[src/rtl/multi_target_select_pkg.sv]
// rtl/multi_target_select_pkg.sv - shared types and constants for multi-target colour selection
package multi_target_select_pkg;

   typedef enum logic [1:0] {
      AIM     = 2'd0,
      PREVIEW = 2'd1,
      LOCK    = 2'd2,
      MOVE    = 2'd3
   } state_t;

   typedef logic [11:0] pixel_t;

   localparam logic [10:0] DEFAULT_CURSOR_X = 11'd15;
   localparam logic [9:0]  DEFAULT_CURSOR_Y = 10'd15;
   localparam pixel_t      SAMPLE_RESET     = 12'hff0;

   localparam int FULL_W = 640;
   localparam int FULL_H = 480;
   localparam int HALF_W = 320;
   localparam int HALF_H = 240;

endpackage

[src/rtl/multi_target_select_window.sv]
// rtl/multi_target_select_window.sv - square window averager under the cursor
import multi_target_select_pkg::*;

module window_averager #(
   parameter int SAMPLE_LOG2 = 2
) (
   input  logic        clk_65mhz,
   input  logic        reset_n,
   input  logic        frame_start,
   input  logic [10:0] hcount,
   input  logic [9:0]  vcount,
   input  logic [10:0] cursor_x,
   input  logic [9:0]  cursor_y,
   input  pixel_t      cam,
   output pixel_t      sample_pixel
);

   localparam int SW   = 4 + 2 * SAMPLE_LOG2;
   localparam int SIDE = 1 << SAMPLE_LOG2;
   localparam int HALF = SIDE / 2;
   // Window is [c-HALF, c-HALF+SIDE); written additively so the lower edge clamps at 0.
   localparam logic [11:0] HALF_V = 12'(HALF);
   localparam logic [11:0] TAIL_V = 12'(SIDE - HALF);

   logic          in_x, in_y;
   logic [SW-1:0] sum_r, sum_g, sum_b;

   assign in_x = (({1'b0, hcount} + HALF_V) >= {1'b0, cursor_x}) &&
                 ({1'b0, hcount} < ({1'b0, cursor_x} + TAIL_V));
   assign in_y = (({2'b0, vcount} + HALF_V) >= {2'b0, cursor_y}) &&
                 ({2'b0, vcount} < ({2'b0, cursor_y} + TAIL_V));

   // Accumulate window pixels; at frame start publish the averages and restart.
   always_ff @(posedge clk_65mhz or negedge reset_n) begin
      if (!reset_n) begin
         sum_r        <= '0;
         sum_g        <= '0;
         sum_b        <= '0;
         sample_pixel <= SAMPLE_RESET;
      end else if (frame_start) begin
         sample_pixel <= {sum_r[SW-1 -: 4], sum_g[SW-1 -: 4], sum_b[SW-1 -: 4]};
         sum_r        <= '0;
         sum_g        <= '0;
         sum_b        <= '0;
      end else if (in_x && in_y) begin
         sum_r <= sum_r + SW'(cam[11:8]);
         sum_g <= sum_g + SW'(cam[7:4]);
         sum_b <= sum_b + SW'(cam[3:0]);
      end
   end

endmodule

[src/rtl/multi_target_select.sv]
// rtl/multi_target_select.sv - cursor, colour sampling and N-target capture FSM
import multi_target_select_pkg::*;

module multi_target_select #(
   parameter int NUM_TARGETS = 2,
   parameter int SAMPLE_LOG2 = 2,
   parameter int CURSOR_STEP = 3,
   localparam int IDX_W = (NUM_TARGETS > 1) ? $clog2(NUM_TARGETS) : 1
) (
   input  logic                     clk_65mhz,
   input  logic                     reset_n,
   input  logic [10:0]              hcount,
   input  logic [9:0]               vcount,
   input  logic                     vsync,
   input  logic                     up,
   input  logic                     down,
   input  logic                     left,
   input  logic                     right,
   input  logic                     confirm,
   input  logic                     activate,
   input  logic                     full_res,
   input  logic [11:0]              cam,
   input  logic [6:0]               cur_rad,
   output logic [10:0]              cursor_x,
   output logic [9:0]               cursor_y,
   output logic [11:0]              sample_pixel,
   output logic [IDX_W-1:0]         target_idx,
   output logic [12*NUM_TARGETS-1:0] goal_pixel,
   output logic [7*NUM_TARGETS-1:0] goal_rad,
   output logic [NUM_TARGETS-1:0]   goal_valid,
   output logic [1:0]               state,
   output logic                     track,
   output logic                     move
);

   localparam logic [IDX_W-1:0] LAST_IDX = IDX_W'(NUM_TARGETS - 1);
   localparam logic [11:0]      STEP     = 12'(CURSOR_STEP);

   state_t      state_q;
   logic        vsync_d, confirm_d, activate_d;
   logic        confirm_p, activate_p, any_dir;
   logic        frame_start;
   logic [11:0] x_max, y_max, nx, ny;

   assign frame_start = vsync & ~vsync_d;
   assign state       = state_q;

   // Edge detectors; pulses and the direction level are registered so they line up in the FSM.
   always_ff @(posedge clk_65mhz or negedge reset_n) begin
      if (!reset_n) begin
         vsync_d    <= 1'b0;
         confirm_d  <= 1'b0;
         activate_d <= 1'b0;
         confirm_p  <= 1'b0;
         activate_p <= 1'b0;
         any_dir    <= 1'b0;
      end else begin
         vsync_d    <= vsync;
         confirm_d  <= confirm;
         activate_d <= activate;
         confirm_p  <= confirm & ~confirm_d;
         activate_p <= activate & ~activate_d;
         any_dir    <= up | down | left | right;
      end
   end

   // Next cursor position: step per held direction, then clamp into the active resolution.
   always_comb begin
      x_max = full_res ? 12'(FULL_W - 1) : 12'(HALF_W - 1);
      y_max = full_res ? 12'(FULL_H - 1) : 12'(HALF_H - 1);
      nx    = {1'b0, cursor_x};
      ny    = {2'b0, cursor_y};
      if (left && !right)
         nx = (nx < STEP) ? 12'd0 : nx - STEP;
      else if (right && !left)
         nx = nx + STEP;
      if (up && !down)
         ny = (ny < STEP) ? 12'd0 : ny - STEP;
      else if (down && !up)
         ny = ny + STEP;
      if (nx > x_max)
         nx = x_max;
      if (ny > y_max)
         ny = y_max;
   end

   // Cursor moves once per frame, only while aiming or previewing.
   always_ff @(posedge clk_65mhz or negedge reset_n) begin
      if (!reset_n) begin
         cursor_x <= DEFAULT_CURSOR_X;
         cursor_y <= DEFAULT_CURSOR_Y;
      end else if (frame_start && (state_q == AIM || state_q == PREVIEW)) begin
         cursor_x <= nx[10:0];
         cursor_y <= ny[9:0];
      end
   end

   window_averager #(
      .SAMPLE_LOG2 (SAMPLE_LOG2)
   ) u_window (
      .clk_65mhz    (clk_65mhz),
      .reset_n      (reset_n),
      .frame_start  (frame_start),
      .hcount       (hcount),
      .vcount       (vcount),
      .cursor_x     (cursor_x),
      .cursor_y     (cursor_y),
      .cam          (cam),
      .sample_pixel (sample_pixel)
   );

   // Selection FSM: aim/preview per target, lock when all captured, move until re-activated.
   always_ff @(posedge clk_65mhz or negedge reset_n) begin
      if (!reset_n) begin
         state_q    <= AIM;
         target_idx <= '0;
         goal_pixel <= '0;
         goal_rad   <= '0;
         goal_valid <= '0;
         track      <= 1'b0;
         move       <= 1'b0;
      end else if (activate_p) begin
         state_q    <= AIM;
         target_idx <= '0;
         goal_valid <= '0;
         track      <= 1'b0;
         move       <= 1'b0;
      end else begin
         case (state_q)
            AIM: begin
               if (confirm_p) begin
                  state_q                        <= PREVIEW;
                  goal_pixel[target_idx*12 +: 12] <= sample_pixel;
                  track                          <= 1'b1;
               end
            end
            PREVIEW: begin
               if (any_dir) begin
                  state_q <= AIM;
                  track   <= 1'b0;
               end else if (confirm_p) begin
                  goal_rad[target_idx*7 +: 7] <= cur_rad;
                  goal_valid[target_idx]      <= 1'b1;
                  if (target_idx == LAST_IDX) begin
                     state_q <= LOCK;
                  end else begin
                     target_idx <= target_idx + 1'b1;
                     state_q    <= AIM;
                     track      <= 1'b0;
                  end
               end
            end
            LOCK: begin
               if (!activate_d) begin
                  state_q <= MOVE;
                  move    <= 1'b1;
               end
            end
            default: begin
            end
         endcase
      end
   end

endmodule
[config.mk]
export PLATFORM = sky130hd
export DESIGN_NAME = multi_target_select
export DESIGN_NICKNAME = d
export VERILOG_FILES = /design/src/rtl/multi_target_select_pkg.sv /design/src/rtl/multi_target_select_window.sv /design/src/rtl/multi_target_select.sv
export SDC_FILE = /design/constraint.sdc
export NUM_CORES = 1
export LEC_CHECK = 0
export ABC_AREA = 1
export ABC_CLOCK_PERIOD_IN_PS = 3500
export CAP_MARGIN = 5
export CORE_UTILIZATION = 56
export DETAILED_ROUTE_END_ITERATION = 12
export GPL_TIMING_DRIVEN = 1
export PLACE_DENSITY = 0.89
export RECOVER_POWER = 100
export SKIP_LAST_GASP = 1
export SYNTH_ARGS = -nofsm -noshare
export SYNTH_HDL_FRONTEND = slang
export SYNTH_HIERARCHICAL = 1
export SYNTH_SLANG_ARGS = --single-unit
[constraint.sdc]
create_clock -name clk_65mhz -period 3.5 [get_ports clk_65mhz]
set_input_delay 0.875 -clock clk_65mhz [delete_from_list [all_inputs] [get_ports clk_65mhz]]
set_output_delay 0.875 -clock clk_65mhz [all_outputs]
set_load 0.02 [all_outputs]
==> flow_summary_export.csv <==
group,metric,value,unit
grt,antenna_found_initial,0,
routing,drt_pass1_iterations,5,
floorplanning,floorplan.die.height,124.0,µm
power,power_frac_seq,31.0,%
power,p_leak,5.382,nW
cts,clkSinkCount,108,
synthesis,post_synth_num_cell_types,41,
grt,grt_start_max_net_pins,60,
cts,cts_root_buffer,"sky130_fd_sc_hd__clkbuf_16",
timing,final.period_utilization,92.85,%
final_layout,num_antenna_cells,0,
floorplanning,die-area,15380,µm²
job,max_cap_violations,0,
synthesis,synth_edf_count,0,
grt,first_global_vias,7371,
routing,wl_met2,9769,µm
hold_path,worst_hold_path_type,"flop to flop",
synthesis,synth.top_cells.by_area,"sky130_fd_sc_hd__dfrtp_1, sky130_fd_sc_hd__nand2_1, sky130_fd_sc_hd__ha_1",
timing,max_slew.worst_pin.slew,1.411,ns
routing,number_of_routed_nets_with_antenna_violations,0,
final_layout,utilization,70.78,%
worst_setup_path,slowest_stage,"sky130_fd_sc_hd__clkdlybuf4s50_1",
placed_design,placement.cell_area,10020,µm²
final_layout,syn_to_final_growth,23.42,%
synthesis,ys_seq_area_share,32.66,%
worst_setup_path,timing.setup.critical_path_class,"input port to flop",
routing,post_drt_via_cell_ratio,5.427,
routing,drt_wl_total,20320,µm
worst_setup_path,worst_path_largest_cell_delay,0.52,ns
worst_setup_path,critPathCaptureType,"flop",
power,p_sw_share,45.36,%
cts,numCtsBuffers,9,
floorplanning,num_rows,44,
worst_setup_path,critical_path_required,3.74,ns
timing,setup_slack,0.2503,ns
synthesis,synth_cells,1144,
floorplanning,core-area,14530,µm²
synthesis,post-synth-top-area-fraction,27.62,%
routing,route.top_layer_used,"met4",
synthesis,synth_top_cell_by_area,"sky130_fd_sc_hd__dfrtp_1",
cts,tritoncts,"done",
power,irDropWorstVdd,0.4973,mV
timing,fin_skew,0.009644,ns
grt,grt_use_total,27.39,%
worst_setup_path,critical_path.startpoint,"hcount[2]",
cts,clkSlewWorstSetupHoldPaths,0.08,ns
synthesis,syn_nets,1266,
worst_setup_path,cpLargestDelayFamily,"simple AND/OR/NAND/NOR gates",
worst_setup_path,worst_r2r_startpoint,"cursor_y[0]",
routing,remaining_drc_errors,0,
routing,num_vias,8037,
synthesis,synthesis.area_per_instance,7.286,µm²
timing,period_needed,3.250,ns
timing,grt_setup_unrepaired,"no",
final_layout,post_route_cells_drive_above_1_share,10.56,%
power,clkPwrFrac,17.0,%
worst_setup_path,critPathArrivalTime,3.49,ns
cts,clk_path_buf_depth,2,
routing,drtIter0Drc,496,
timing,final-max-slew-violation-count,0,
routing,wire_per_inst,13.72,µm
placed_design,placement.setup.worst_slack,-0.2861,ns
synthesis,synth_flop_cell,"sky130_fd_sc_hd__dfrtp_1",
outcome,outcome,"finished clean",
timing,setup-tns-final,0,ns
power,comb_power_share,52.0,%
synthesis,synth.cell_area,8335,µm²
cts,cts_max_level,3,
floorplanning,ioPinCount,128,
timing,report.final.hold_viol_count,0,
placed_design,hpwlAfterDp,15050,µm
routing,m1WireLength,8966,µm
floorplanning,horizontal_die_dimension,124.0,µm
placed_design,place.gp.congestion,0.9350,
grt,grt_first_pass_wirelength,33690,µm
worst_setup_path,path_cells,"clkdlybuf4s50_1 > ha_1 > nand2_1 > nor2_2 > nand2_1 > xnor2_1 > ha_1 > a21o_1 > a21oi_1 > nand2_1 > nor2_2 > nand3_2 > buf_12 > nand4_1 > nand2_1",
worst_setup_path,critical_path_buf_inv_count,2,
routing,wl_met3,1266,µm
worst_setup_path,critical_path_peak_fanout,24,
hold_path,hold_path.startpoint,"confirm_d",
worst_setup_path,path_common_cell,"sky130_fd_sc_hd__nand2_1",
timing,relative_slew_slack,5.927,%
synthesis,ys_seq_elements,108,
power,internal-power,0.003265,W
cts,clk_latency,0.35,ns
timing,fmax,0.3077,GHz
power,switchingPower,0.002711,W
timing,hold_ws,0.4120,ns
grt,grt_overflow_total,0,
synthesis,synth_warnings,6,
final_layout,design_area,10290,µm²
final_layout,nets,1414,
worst_setup_path,worstSetupStartpointType,"input port",
floorplanning,start_util,57.35,%
synthesis,share_of_flip_flops_with_an_asynchronous_set_or_reset,100.0,%
timing,report.final.setup_viol,0,
power,p_per_area,580.9,nW/µm²
placed_design,input_output_buffers,127,
stage by stage:
step | power (W) | cells
CTS | 0.006036 | 1479
floorplan | 0.003975 | 1144
global route | 0.006502 | 1481
detailed placement | 0.004998 | 1463
global placement | 0.004891 | 1463
finish | 0.005976 | 1481
synthesized netlist by cell type, drive strengths merged, types with 5 or more instances:
master  number
dfstp       16
nor2        95
nand3      112
xnor2       13
nor3         7
ha          69
clkbuf      17
xor2        36
o22ai        6
o21ai       75
buf         14
a31oi        5
inv        161
dfrtp       92
nand4       40
clkinv       5
nand2      319
a21oi       38
registers in the layout, indices dropped and copies added (netlist names), 2 cells and up:
| register | count |
|---|---|
| goal_pixel | 24 |
| goal_rad | 14 |
| u_window/sample_pixel | 12 |
| cursor_x | 11 |
| cursor_y | 10 |
| u_window/sum_b | 8 |
| u_window/sum_g | 8 |
| u_window/sum_r | 8 |
| goal_valid | 2 |
| state | 2 |
area by class of cell:
| cell class | instances | area (µm²) |
|---|---|---|
| tap | 184 | 230.2 |
| multi-input combinational | 839 | 4798 |
| inverter | 166 | 623.1 |
| clock buffer | 10 | 239.0 |
| clock inverter | 6 | 63.81 |
| fill | 1132 | 4247 |
| sequential | 108 | 2723 |
| timing repair buffer | 168 | 1610 |
metal layers:
metal,vias to the layer above,track usage [%]
li1,4017,-
met1,3735,36.79
met2,246,46.04
met3,39,4.487
met4,0,6.473
met5,-,0
final timing paths:
kind	to	slack, ns	cells after the start
min in group asynchronous	goal_rad[9]	0.84	1
setup reg to reg	cursor_y[4]	0.33	23
hold reg to reg	confirm_p	0.41	1
max in group asynchronous	u_window/sum_g[3]	0.75	2
setup / recovery	u_window/sum_r[4]	0.25	15
hold / removal	confirm_p	0.41	1
cell usage in the layout, fill, tap and decap left out, types with 3 or more instances in the layout:
cell type / Yosys / layout
sky130_fd_sc_hd__o21ai_1: 3 / 4
sky130_fd_sc_hd__buf_4: 3 / 36
sky130_fd_sc_hd__nand2_2: 9 / 10
sky130_fd_sc_hd__xor2_1: 36 / 36
sky130_fd_sc_hd__nor3_1: 5 / 5
sky130_fd_sc_hd__nor2_1: 76 / 75
sky130_fd_sc_hd__xnor2_1: 13 / 13
sky130_fd_sc_hd__nand3_2: 27 / 18
sky130_fd_sc_hd__clkdlybuf4s50_1: 0 / 43
sky130_fd_sc_hd__nand4_1: 40 / 40
sky130_fd_sc_hd__dfstp_2: 16 / 15
sky130_fd_sc_hd__o21ai_0: 71 / 70
sky130_fd_sc_hd__ha_1: 69 / 69
sky130_fd_sc_hd__nor2_4: 9 / 9
sky130_fd_sc_hd__dlygate4sd3_1: 0 / 81
sky130_fd_sc_hd__nor2_2: 10 / 11
sky130_fd_sc_hd__nand3_1: 85 / 94
sky130_fd_sc_hd__dfrtp_1: 92 / 92
sky130_fd_sc_hd__inv_1: 153 / 152
sky130_fd_sc_hd__inv_2: 8 / 10
sky130_fd_sc_hd__fa_1: 3 / 3
sky130_fd_sc_hd__o211ai_1: 3 / 3
sky130_fd_sc_hd__clkbuf_16: 0 / 9
sky130_fd_sc_hd__o22ai_1: 6 / 6
sky130_fd_sc_hd__buf_12: 0 / 3
sky130_fd_sc_hd__a21oi_1: 38 / 38
sky130_fd_sc_hd__nand2_1: 307 / 306
sky130_fd_sc_hd__a22oi_1: 3 / 3
sky130_fd_sc_hd__a31oi_1: 5 / 5
sky130_fd_sc_hd__clkinv_1: 5 / 4
sky130_fd_sc_hd__o21bai_1: 3 / 3
timing repair:
| item | 4_1_cts | 5_1_grt |
|---|---|---|
| endpoints found under the setup margin | 0 | 33 |
| gates resized for setup | 0 | 9 |
| hold buffers | 0 | 0 |
| endpoints found under the hold margin | 0 | 0 |
| setup buffers | 0 | 2 |
power groups by stage:
stage | Clock, W | Sequential, W | Combinational, W
after floorplan | 0 | 0.00201 | 0.00197
after global placement | 0 | 0.00188 | 0.00301
final | 0.00102 | 0.00185 | 0.00311
after detailed placement | 0 | 0.00189 | 0.00311
after global routing | 0.00109 | 0.00189 | 0.00353
after CTS | 0.00103 | 0.00187 | 0.00313
cell families (layout without fill, tap and decap cells):
| family | Yosys count | after routing | share of synthesized area (%) |
|---|---|---|---|
| XOR/XNOR | 49 | 49 | 5.149 |
| AND/OR/NAND/NOR | 577 | 577 | 32.51 |
| AO/OA/AOI/OAI | 141 | 141 | 9.201 |
| adder cells (fa/ha/maj) | 72 | 72 | 11.08 |
| buffers and inverters | 197 | 350 | 9.397 |
| flip-flops | 108 | 108 | 32.66 |
(Power assumes the default switching activity.)
==> patch: new RTL, config.mk and constraints unchanged <==
Set the parameter `NUM_TARGETS` to 1 (it was 2).
--- a/src/rtl/multi_target_select.sv
+++ b/src/rtl/multi_target_select.sv
@@ -2,7 +2,7 @@
 import multi_target_select_pkg::*;
 
 module multi_target_select #(
-   parameter int NUM_TARGETS = 2,
+   parameter int NUM_TARGETS = 1,
    parameter int SAMPLE_LOG2 = 2,
    parameter int CURSOR_STEP = 3,
    localparam int IDX_W = (NUM_TARGETS > 1) ? $clog2(NUM_TARGETS) : 1
Ports: changed (resized goal_pixel, goal_rad and goal_valid); port bits go from 128 to 108. The function was not compared with the original's and may differ.
==> patch against the original RTL <==
- the flow now finishes with violations (design-rule violations)
- design area decreased by 11%
- sequential cell count decreased by 21
- count of clock-buffer cells in the layout unchanged
- wire length decreased by 8.7%
- worst setup slack got worse by 0.13 ns
- total power decreased by 5.3%
- clock power increased by 8%
- synthesized area decreased by 9.7%
- final cell count decreased by 10%
- critical endpoint is now u_window/sum_b[6]
==> patch: results <==
export IMPL_status="complete, but fails checks"
export IMPL_violations="design-rule violations"
export IMPL_seq_area_frac_synth_pct=29.2
export IMPL_synth_compound_area_share_pct=7.66
export IMPL_clockPowerShare_pct=19.5
export IMPL_placed_cell_area_um2=8870
export IMPL_cellPowerDensity_nw_per_um2=615
export IMPL_drc=1
export IMPL_top_regs="goal_pixel (12), u_window/sample_pixel (12), cursor_x (11)"
export IMPL_critical_path_max_stage_delay_ns=0.51
export IMPL_cp_arrival_ns=3.64
export IMPL_worst_r2r_startpoint="cursor_x[3]"
export IMPL_dp_hpwl_um=13500
export IMPL_r2r_slack_ns=0.38
export IMPL_clk_pin_slew_worst_paths_ns=0.06
export IMPL_drtIter0Drc=671
export IMPL_worstHoldPathType="reg2reg"
export IMPL_grt_pass1_wl_um=31900
export IMPL_synth_xor_area_share_pct=5.23
export IMPL_p_sw_mw=2.54
export IMPL_reg2reg_depth=13
export IMPL_crit_end="u_window/sum_b[6]"
export IMPL_synth_fa_ha_area_share_pct=12.3
export IMPL_firstDrtPassIters=10
export IMPL_grt_max_degree=70
export IMPL_synth_top_cells_by_area="dfrtp_1 (24%), nand2_1 (14%), ha_1 (11%)"
export IMPL_synthArstFlopShare_pct=100
export IMPL_clock_latency_ns=0.33
export IMPL_gp_congestion=0.919
export IMPL_fin_skew_ns=0.00376
export IMPL_min_from="confirm_d"
export IMPL_finalWirelength_um=18500
export IMPL_place_port_buffers=106
export IMPL_slew_headroom_pct=10.9
export IMPL_hold_worst_slack_ns=0.414
export IMPL_grt_pass1_vias=6895
export IMPL_synth_common_cells="nand2_1 (271), inv_1 (139), nor2_1 (76)"
export IMPL_fin_nets=1270
export IMPL_ir_drop_mv=0.390
export IMPL_wl_per_cell_um=14.0
export IMPL_syn_nets=1155
export IMPL_seq_power_share_pct=27.9
export IMPL_synth_mux_area_share_pct=2.84
export IMPL_leakagePower_nw=4.92
export IMPL_drive_gt1_share_pct=12.1
export IMPL_synth_cell_types=42
export IMPL_grtUsageTotal_pct=27.7
export IMPL_postSynthCellCount=1033
export IMPL_vias=7262
export IMPL_pre_cts_slack_ns=-0.158
-- patch: changes by cell type in the layout (fill, tap and decap cells not counted), moves of 10 or more --
cell and change:
nor3_1 +10, o21ai_0 -40, buf_4 -17, mux2_2 +18, inv_1 -13, nand3_1 -23, dlygate4sd3_1 -21, dfrtp_1 -21
nand2_1 -34
-- patch: metal layers --
layer	up-vias	wire [um]	track usage, %
met1	3413	8240	35.3
met4	0	178	6.25
li1	3608	-	-
met3	18	832	3.63
met2	223	9290	49.5
met5	-	0	0
-- patch: area by class of cell --
type | count | area [um2]
Tap cell | 176 | 220
Timing Repair Buffer | 131 | 1250
Sequential cell | 87 | 2200
Inverter | 147 | 552
Multi-Input combinational cell | 772 | 4630
Fill cell | 1095 | 3990
Clock buffer | 10 | 239
Clock inverter | 6 | 108
